`config.mk`:
```
export PLATFORM = sky130hd
export DESIGN_NAME = pipelined_adder
export DESIGN_NICKNAME = d
export VERILOG_FILES = /design/src/rtl/pipelined_adder.sv
export SDC_FILE = /design/constraint.sdc
export NUM_CORES = 1
export LEC_CHECK = 0
export CAP_MARGIN = 10
export CORE_MARGIN = 4
export CORE_UTILIZATION = 50
export CTS_CLUSTER_DIAMETER = 30
export DETAILED_ROUTE_END_ITERATION = 7
export PLACE_DENSITY = 0.83
export SYNTH_ARGS = -nofsm -noshare
export SYNTH_HDL_FRONTEND = slang
export SYNTH_SLANG_ARGS = --single-unit
```
`constraint.sdc`:
```
create_clock -name clock -period 3.9 [get_ports clock]
set_input_delay 0.585 -clock clock [delete_from_list [all_inputs] [get_ports clock]]
set_output_delay 0.585 -clock clock [all_outputs]
set_load 0.005 [all_outputs]
```
`src/rtl/pipelined_adder.sv`:
```
// Pipelined ripple-carry adder: one CHUNK-bit slice per stage, carry registered between
// stages, upper operand bits skewed forward and finished sum bits accumulated to the output.
module pipelined_adder #(
  parameter int WIDTH = 8,
  parameter int CHUNK = 4
) (
  input  logic             clock,
  input  logic             reset,
  input  logic             in_valid,
  output logic             in_ready,
  input  logic [WIDTH-1:0] x,
  input  logic [WIDTH-1:0] y,
  input  logic             c_in,
  output logic             out_valid,
  input  logic             out_ready,
  output logic [WIDTH-1:0] s,
  output logic             c_out,
  output logic             ovf
);

  localparam int STAGES = WIDTH / CHUNK;

  logic advance;

  // The whole pipeline moves together; a full pipeline stalls only on a held result.
  assign advance  = out_ready || !out_valid;
  assign in_ready = advance;

  generate
    for (genvar g = 0; g < STAGES; g++) begin : g_stage
      localparam int IW = WIDTH - g * CHUNK;

      logic [IW-1:0]          xin;
      logic [IW-1:0]          yin;
      logic                   c_prev;
      logic                   v_prev;
      logic [CHUNK:0]         sum;
      logic [(g+1)*CHUNK-1:0] s_d;
      logic [(g+1)*CHUNK-1:0] s_q;
      logic                   c_q;
      logic                   v_q;

      if (g == 0) begin : g_head
        assign xin    = x;
        assign yin    = y;
        assign c_prev = c_in;
        assign v_prev = in_valid;
        assign s_d    = sum[CHUNK-1:0];
      end else begin : g_tail
        // Operands arrive already shifted so that the current slice sits at bit 0.
        assign xin    = g_stage[g-1].g_skew.xu_q;
        assign yin    = g_stage[g-1].g_skew.yu_q;
        assign c_prev = g_stage[g-1].c_q;
        assign v_prev = g_stage[g-1].v_q;
        assign s_d    = {sum[CHUNK-1:0], g_stage[g-1].s_q};
      end

      assign sum = {1'b0, xin[CHUNK-1:0]} + {1'b0, yin[CHUNK-1:0]} + {{CHUNK{1'b0}}, c_prev};

      // Stage slice sum, carry and valid register.
      always_ff @(posedge clock) begin
        if (reset) begin
          v_q <= 1'b0;
          c_q <= 1'b0;
          s_q <= '0;
        end else if (advance) begin
          v_q <= v_prev;
          c_q <= sum[CHUNK];
          s_q <= s_d;
        end else begin
          v_q <= v_q;
          c_q <= c_q;
          s_q <= s_q;
        end
      end

      if (g < STAGES - 1) begin : g_skew
        logic [IW-CHUNK-1:0] xu_q;
        logic [IW-CHUNK-1:0] yu_q;

        // Delay the not-yet-added operand slices to meet their carry.
        always_ff @(posedge clock) begin
          if (reset) begin
            xu_q <= '0;
            yu_q <= '0;
          end else if (advance) begin
            xu_q <= xin[IW-1:CHUNK];
            yu_q <= yin[IW-1:CHUNK];
          end else begin
            xu_q <= xu_q;
            yu_q <= yu_q;
          end
        end
      end else begin : g_last
        logic ovf_q;

        // Signed overflow from the top slice MSBs of x, y and the final sum.
        always_ff @(posedge clock) begin
          if (reset) begin
            ovf_q <= 1'b0;
          end else if (advance) begin
            ovf_q <= (xin[CHUNK-1] == yin[CHUNK-1]) && (sum[CHUNK-1] != xin[CHUNK-1]);
          end else begin
            ovf_q <= ovf_q;
          end
        end
      end
    end
  endgenerate

  assign out_valid = g_stage[STAGES-1].v_q;
  assign s         = g_stage[STAGES-1].s_q;
  assign c_out     = g_stage[STAGES-1].c_q;
  assign ovf       = g_stage[STAGES-1].g_last.ovf_q;

endmodule
```
Word-level counts from Yosys, hierarchy flattened. Cells that the tools add are included.

Register bits after elaboration: 25. Bits in latches: 0. Memory bits (writable): 0. Bits in read-only memories: 0. Word-level logic and storage cells: 18. Memories kept: 0.

Add/sub/neg operators: 4. Multiply operators: 0. Div/mod/pow operators: 0. $lt $le $gt $ge: 0. Eq/ne operators: 2. Shift-type cells: 0. Multiplexer cells: 0. Bitwise operators: 0. Reductions and logical operators: 3.

Operator list (count): 4-bit by 4-bit adder with 5-bit output (2); 5-bit by 1-bit adder with 5-bit output (2); 1-bit equality test (1); 1-bit logical AND (1); 1-bit logical NOT (1); 1-bit logical OR (1); 1-bit inequality test (1).

Logic depth before layout (Yosys ltp).
Depth after elaboration: 4. Gate-level depth with buffers: 6. Depth with buffers taken out: 6.

Worst setup path before layout. No wires, ideal clock.

Kind: input port to flip-flop. From: input y[0]. To: register g_stage[0].s_q[3]. Library setup time: 0.079 ns. Arrival: 1.664 ns. Path slack: 2.157 ns. Cell stages on the path: 4. Path buffers: 0. Path through: fa_1 > a21o_1 > a2111o_1 > o211ai_1.

Cells in the longest elaborated chain, start to end: 2.

Ends and longest elaborated chain: start: declaration (RTL line 12) `input logic [WIDTH-1:0] y,`; 4-bit by 4-bit adder with 5-bit output (RTL line 58) `assign sum = {1'b0, xin[CHUNK-1:0]} + {1'b0, yin[CHUNK-1:0]} + {{CHUNK{1'b0}}, c_prev};`; 5-bit by 1-bit adder with 5-bit output (RTL line 58); end signal: assignment (RTL line 73) `s_q <= s_q;`; end: declaration (RTL line 39) `logic [(g+1)*CHUNK-1:0] s_q;`.

Every way passes these cells. A chain may end at the register's enable or synchronous reset.

Worst setup path in the final report.
From: input out_ready. To: output in_ready.

Cells in the longest elaborated chain, start to end: 1.

Ends and longest elaborated chain: start: declaration (RTL line 15) `input logic out_ready,`; 1-bit logical OR (RTL line 26) `assign advance = out_ready || !out_valid;`; end: declaration (RTL line 10) `output logic in_ready,`.

Every way passes these cells.

==> impl_results.md <==
* CTS buffer count at 3
* Clock tree from TritonCTS: yes
* Post-synthesis net count at 170
* Peak ir drop on the vdd network at 0.217 mV
* Result of the run: finished clean
* Iteration-0 DRC count of the detailed router at 18
* First-pass GRT wire length at 4270 microns
* Total of flip-flops plus latches after synthesis at 25
* Synth top area cells: sky130_fd_sc_hd__dfxtp_1 (42%), sky130_fd_sc_hd__nand2_1 (11%), sky130_fd_sc_hd__a21oi_1 (7.9%)
* Period utilization at 65.7%
* Max Freq at a little under 400 MHz
* Drc violations at 0
* Number of global-route vias before repair at 1015
* Xor/xnor share of the synthesized area at 1.46%
* Core footprint at between 2000 and 2500 sq um
* Remaining max-slew budget at the tightest pin at between 30% and 40%
* Capturing point of the worst reg2reg path: s[5]
* Async set-reset flop share out of synthesis at 0%
* Worst EP arrival at 1980 ps
* Deepest clock path buffer count at 2
* Largest family of logic cells by synthesized area: simple AND/OR/NAND/NOR gates
* Die area at 3250 sq um
* Kind of start point of the critical path: primary input
* Hold slack final at approximately 460 ps
* Post-detailed-route count of antenna-violating nets at 0
* Vias at around 1000
* Combined global-route utilization of all metal layers at 16.3%
* Type of the tightest min-delay check: flop to flop
* P_int at between 0.3 and 0.4 mW
* Routability Congestion at 0.804
* Later-pin clock latency in the skew report at 310 ps
* Number of vias per cell at 5.18
* Max-slew violations at 0
* Final hold violation count at 0
* Pre-Repair DR Iteration Count at 4
* Largest net degree at the start of global routing at 32
* Capture point of the critical path: in_ready
* Wirelength per Cell at 12.6 microns
* Area share of the largest cell type after synthesis at 41.7%
* Nets@finish at 201
* Tmin final at 2560 ps
* Final-layout setup total negative slack at 0 ps
* Share of synthesized area occupied by flip-flops and latches at 41.7%
* Compound-cell area share of the yosys netlist at roughly 17%
* Final wirelength at 2490 microns
* Number of buffers inserted to repair setup after CTS at 0
* Clock transition at path regs at 130 ps
* Floorplan die height at between 50 and 60 microns
* Power density over cell area at 331 nW/um^2
* Launching element of the worst setup path: out_ready
* Critical path required time at between 3000 and 4000 ps
* LEAKAGE at ~0.63 nW
* Cell Area, Synth at around 1200 sq um
* Number of buffer cells added on primary ports at 32
* Width of the chip at about 57 microns
* Clock share of power at 21.8%
* Number of distinct library cells after synthesis at 25
* Largest clock skew in the final design at 1.57 ps
* Critical Path Fanout Max at 29
* Initial Utilization at 53.3%
* Unrepaired setup endpoints after global routing: no
* Root buffer selected by CTS: sky130_fd_sc_hd__clkbuf_4
* Net switching power figure at 0.133 mW
* Adder-cell share of the synthesized area at 12.9%
* Proportion of total power due to net switching at between 20% and 30%
* Max-cap violations at 0
* Number of filler instances in the final layout at roughly 200
* Logic depth of the worst register-to-register path at 4
* Top FF cell, synth: sky130_fd_sc_hd__dfxtp_1
* Worst r2r src: g_stage[0].c_q
* Sequential Power Share at between 50% and 60%
* Final setup violation count at 0
* Sum of overflow across all layers after global routing at 0
* CP Class: primary input to output pin
* Initial antenna violation count at 0
* Worst-case register-to-register setup slack at 2330 ps
* Estimated wirelength of the detail-placed design at 1830 microns
* Power consumption at 0.515 mW
* Kind of end point of the critical path: output pin
* Top-Level Pins at 33
* Synth Area per Inst at ~8.6 sq um
* Sink Count at 25
* Simple-gate share of the synthesized area at 21.2%
* Transition time at the pin with the least slew margin at 1010 ps
* Multiplexer share of the synthesized area at 0%
* Synthesis warning total at 0
* Antenna Diode Count at 0
* Quantity of gates resized following cts at 0
* P&R area growth vs syn at 29.6%
* Number of enable flip-flop cells after synthesis at 0
* Number of hold-repair buffers added at the cts stage at 0
* Dominant cell type by area after synthesis: sky130_fd_sc_hd__dfxtp_1
* Share of final-layout standard cells stronger than drive strength 1 at 5.92%
* Part of the total power dissipated in combinational logic at between 20% and 30%
* Total number of H-tree levels at 1
* Row cnt at 17
* Synthesized instance count at between 100 and 150
-- metal layers --
metal	part of all wire [%]	vias up	track usage (%)
li1	-	523	-
met1	41	457	18.5
met2	51	35	29.4
met3	6.1	6	4.30
met4	1.9	0	5.63
met5	0	-	0
-- critical path, stage by stage --
cell and delay (ps):
sky130_fd_sc_hd__clkdlybuf4s50_1 440, sky130_fd_sc_hd__nor2b_4 110, sky130_fd_sc_hd__buf_4 280, sky130_fd_sc_hd__inv_1 100, sky130_fd_sc_hd__clkdlybuf4s50_1 460
-- layout make-up --
| type | count | area (sq um) | share of cell area [%] |
|---|---|---|---|
| flip-flops and latches | 25 | 500 | 32.2 |
| inverters | 7 | 26.3 | 1.69 |
| repair buffers | 34 | 335 | 21.5 |
| multi-input cells | 99 | 632 | 40.6 |
| well taps | 28 | 35.0 | 2.25 |
| clock buffers | 3 | 22.5 | 1.45 |
| clock inverters | 1 | 5.00 | 0.322 |
-- cells in the mapped netlist, types with 3 or more instances --
master	instances
sky130_fd_sc_hd__dfxtp_1	25
sky130_fd_sc_hd__a2111o_1	3
sky130_fd_sc_hd__a21oi_1	19
sky130_fd_sc_hd__ha_1	6
sky130_fd_sc_hd__clkbuf_1	3
sky130_fd_sc_hd__buf_2	4
sky130_fd_sc_hd__inv_1	7
sky130_fd_sc_hd__nand2_1	35
sky130_fd_sc_hd__nand3b_1	4
sky130_fd_sc_hd__a211oi_1	4
sky130_fd_sc_hd__fa_1	4
sky130_fd_sc_hd__nor2_1	8
-- power by group through the flow --
stage,clock [mW],sequential (mW),combinational (mW)
2_1_floorplan,0,0.294,0.0597
3_3_place_gp,0,0.295,0.109
3_5_place_dp,0,0.296,0.113
4_1_cts,0.115,0.291,0.113
5_1_grt,0.126,0.293,0.126
6_report,0.112,0.290,0.112
-- worst min-delay path by stage --
stage / startpoint / endpoint / slack [ps] / depth (start not counted)
global route: g_stage[0].s_q[2] / g_stage[0].s_q[2] / 480 / 2
detailed placement: g_stage[0].s_q[0] / g_stage[0].s_q[0] / 450 / 2
finish: g_stage[0].s_q[0] / g_stage[0].s_q[0] / 460 / 2
CTS: g_stage[0].s_q[0] / g_stage[0].s_q[0] / 460 / 2
floorplan: g_stage[0].s_q[0] / g_stage[0].s_q[0] / 430 / 2
global placement: s[4] / s[4] / 440 / 2
-- state kept, by name (all words and copies together), names as in the netlist --
signal,count
g_stage.g_skew.xu_q,4
c_out,1
ovf,1
out_valid,1
g_stage.g_skew.yu_q,4
g_stage.v_q,1
g_stage.s_q,4
s,8
g_stage.c_q,1
-- through the flow --
| step | instances | area (sq um) | worst slack [ps] | utilization [%] |
|---|---|---|---|---|
| floorplan | 139 | 1200 | 2160 | - |
| global placement | 193 | 1530 | 1360 | 67.8 |
| detailed placement | 193 | 1530 | 1330 | 67.8 |
| CTS | 197 | 1560 | 1320 | 69.0 |
| global route | 197 | 1560 | 1240 | 69.0 |
| finish | 197 | 1560 | 1340 | 69.0 |
-- cells by family (layout without fill, tap and decap cells) --
| group | Yosys count | after routing |
|---|---|---|
| simple gates | 55 | 55 |
| flops | 25 | 25 |
| compound gates | 32 | 32 |
| fa+ha+maj | 10 | 10 |
| buf+inv | 15 | 45 |
| xor+xnor | 2 | 2 |
-- placed cells by master (no fill, tap or decap) --
cell type and n:
sky130_fd_sc_hd__xnor2_1 2, sky130_fd_sc_hd__clkdlybuf4s50_1 32, sky130_fd_sc_hd__or4b_4 1, sky130_fd_sc_hd__dfxtp_1 25, sky130_fd_sc_hd__inv_1 7, sky130_fd_sc_hd__or2_2 1, sky130_fd_sc_hd__nand3b_1 4, sky130_fd_sc_hd__clkinv_2 1
sky130_fd_sc_hd__buf_4 2, sky130_fd_sc_hd__clkbuf_4 3, sky130_fd_sc_hd__a211oi_1 4, sky130_fd_sc_hd__nand2b_1 1, sky130_fd_sc_hd__nor2b_1 2, sky130_fd_sc_hd__nand3_1 1, sky130_fd_sc_hd__o211ai_1 2, sky130_fd_sc_hd__ha_1 6
sky130_fd_sc_hd__a2111o_1 3, sky130_fd_sc_hd__a21oi_1 19, sky130_fd_sc_hd__fa_1 4, sky130_fd_sc_hd__o211ai_2 1, sky130_fd_sc_hd__o21ai_0 2, sky130_fd_sc_hd__nor2b_4 1, sky130_fd_sc_hd__nand2_1 35, sky130_fd_sc_hd__nor2_1 8
sky130_fd_sc_hd__a21o_1 1, sky130_fd_sc_hd__or3_1 1
Note: power is estimated with default switching activity, not from simulation.
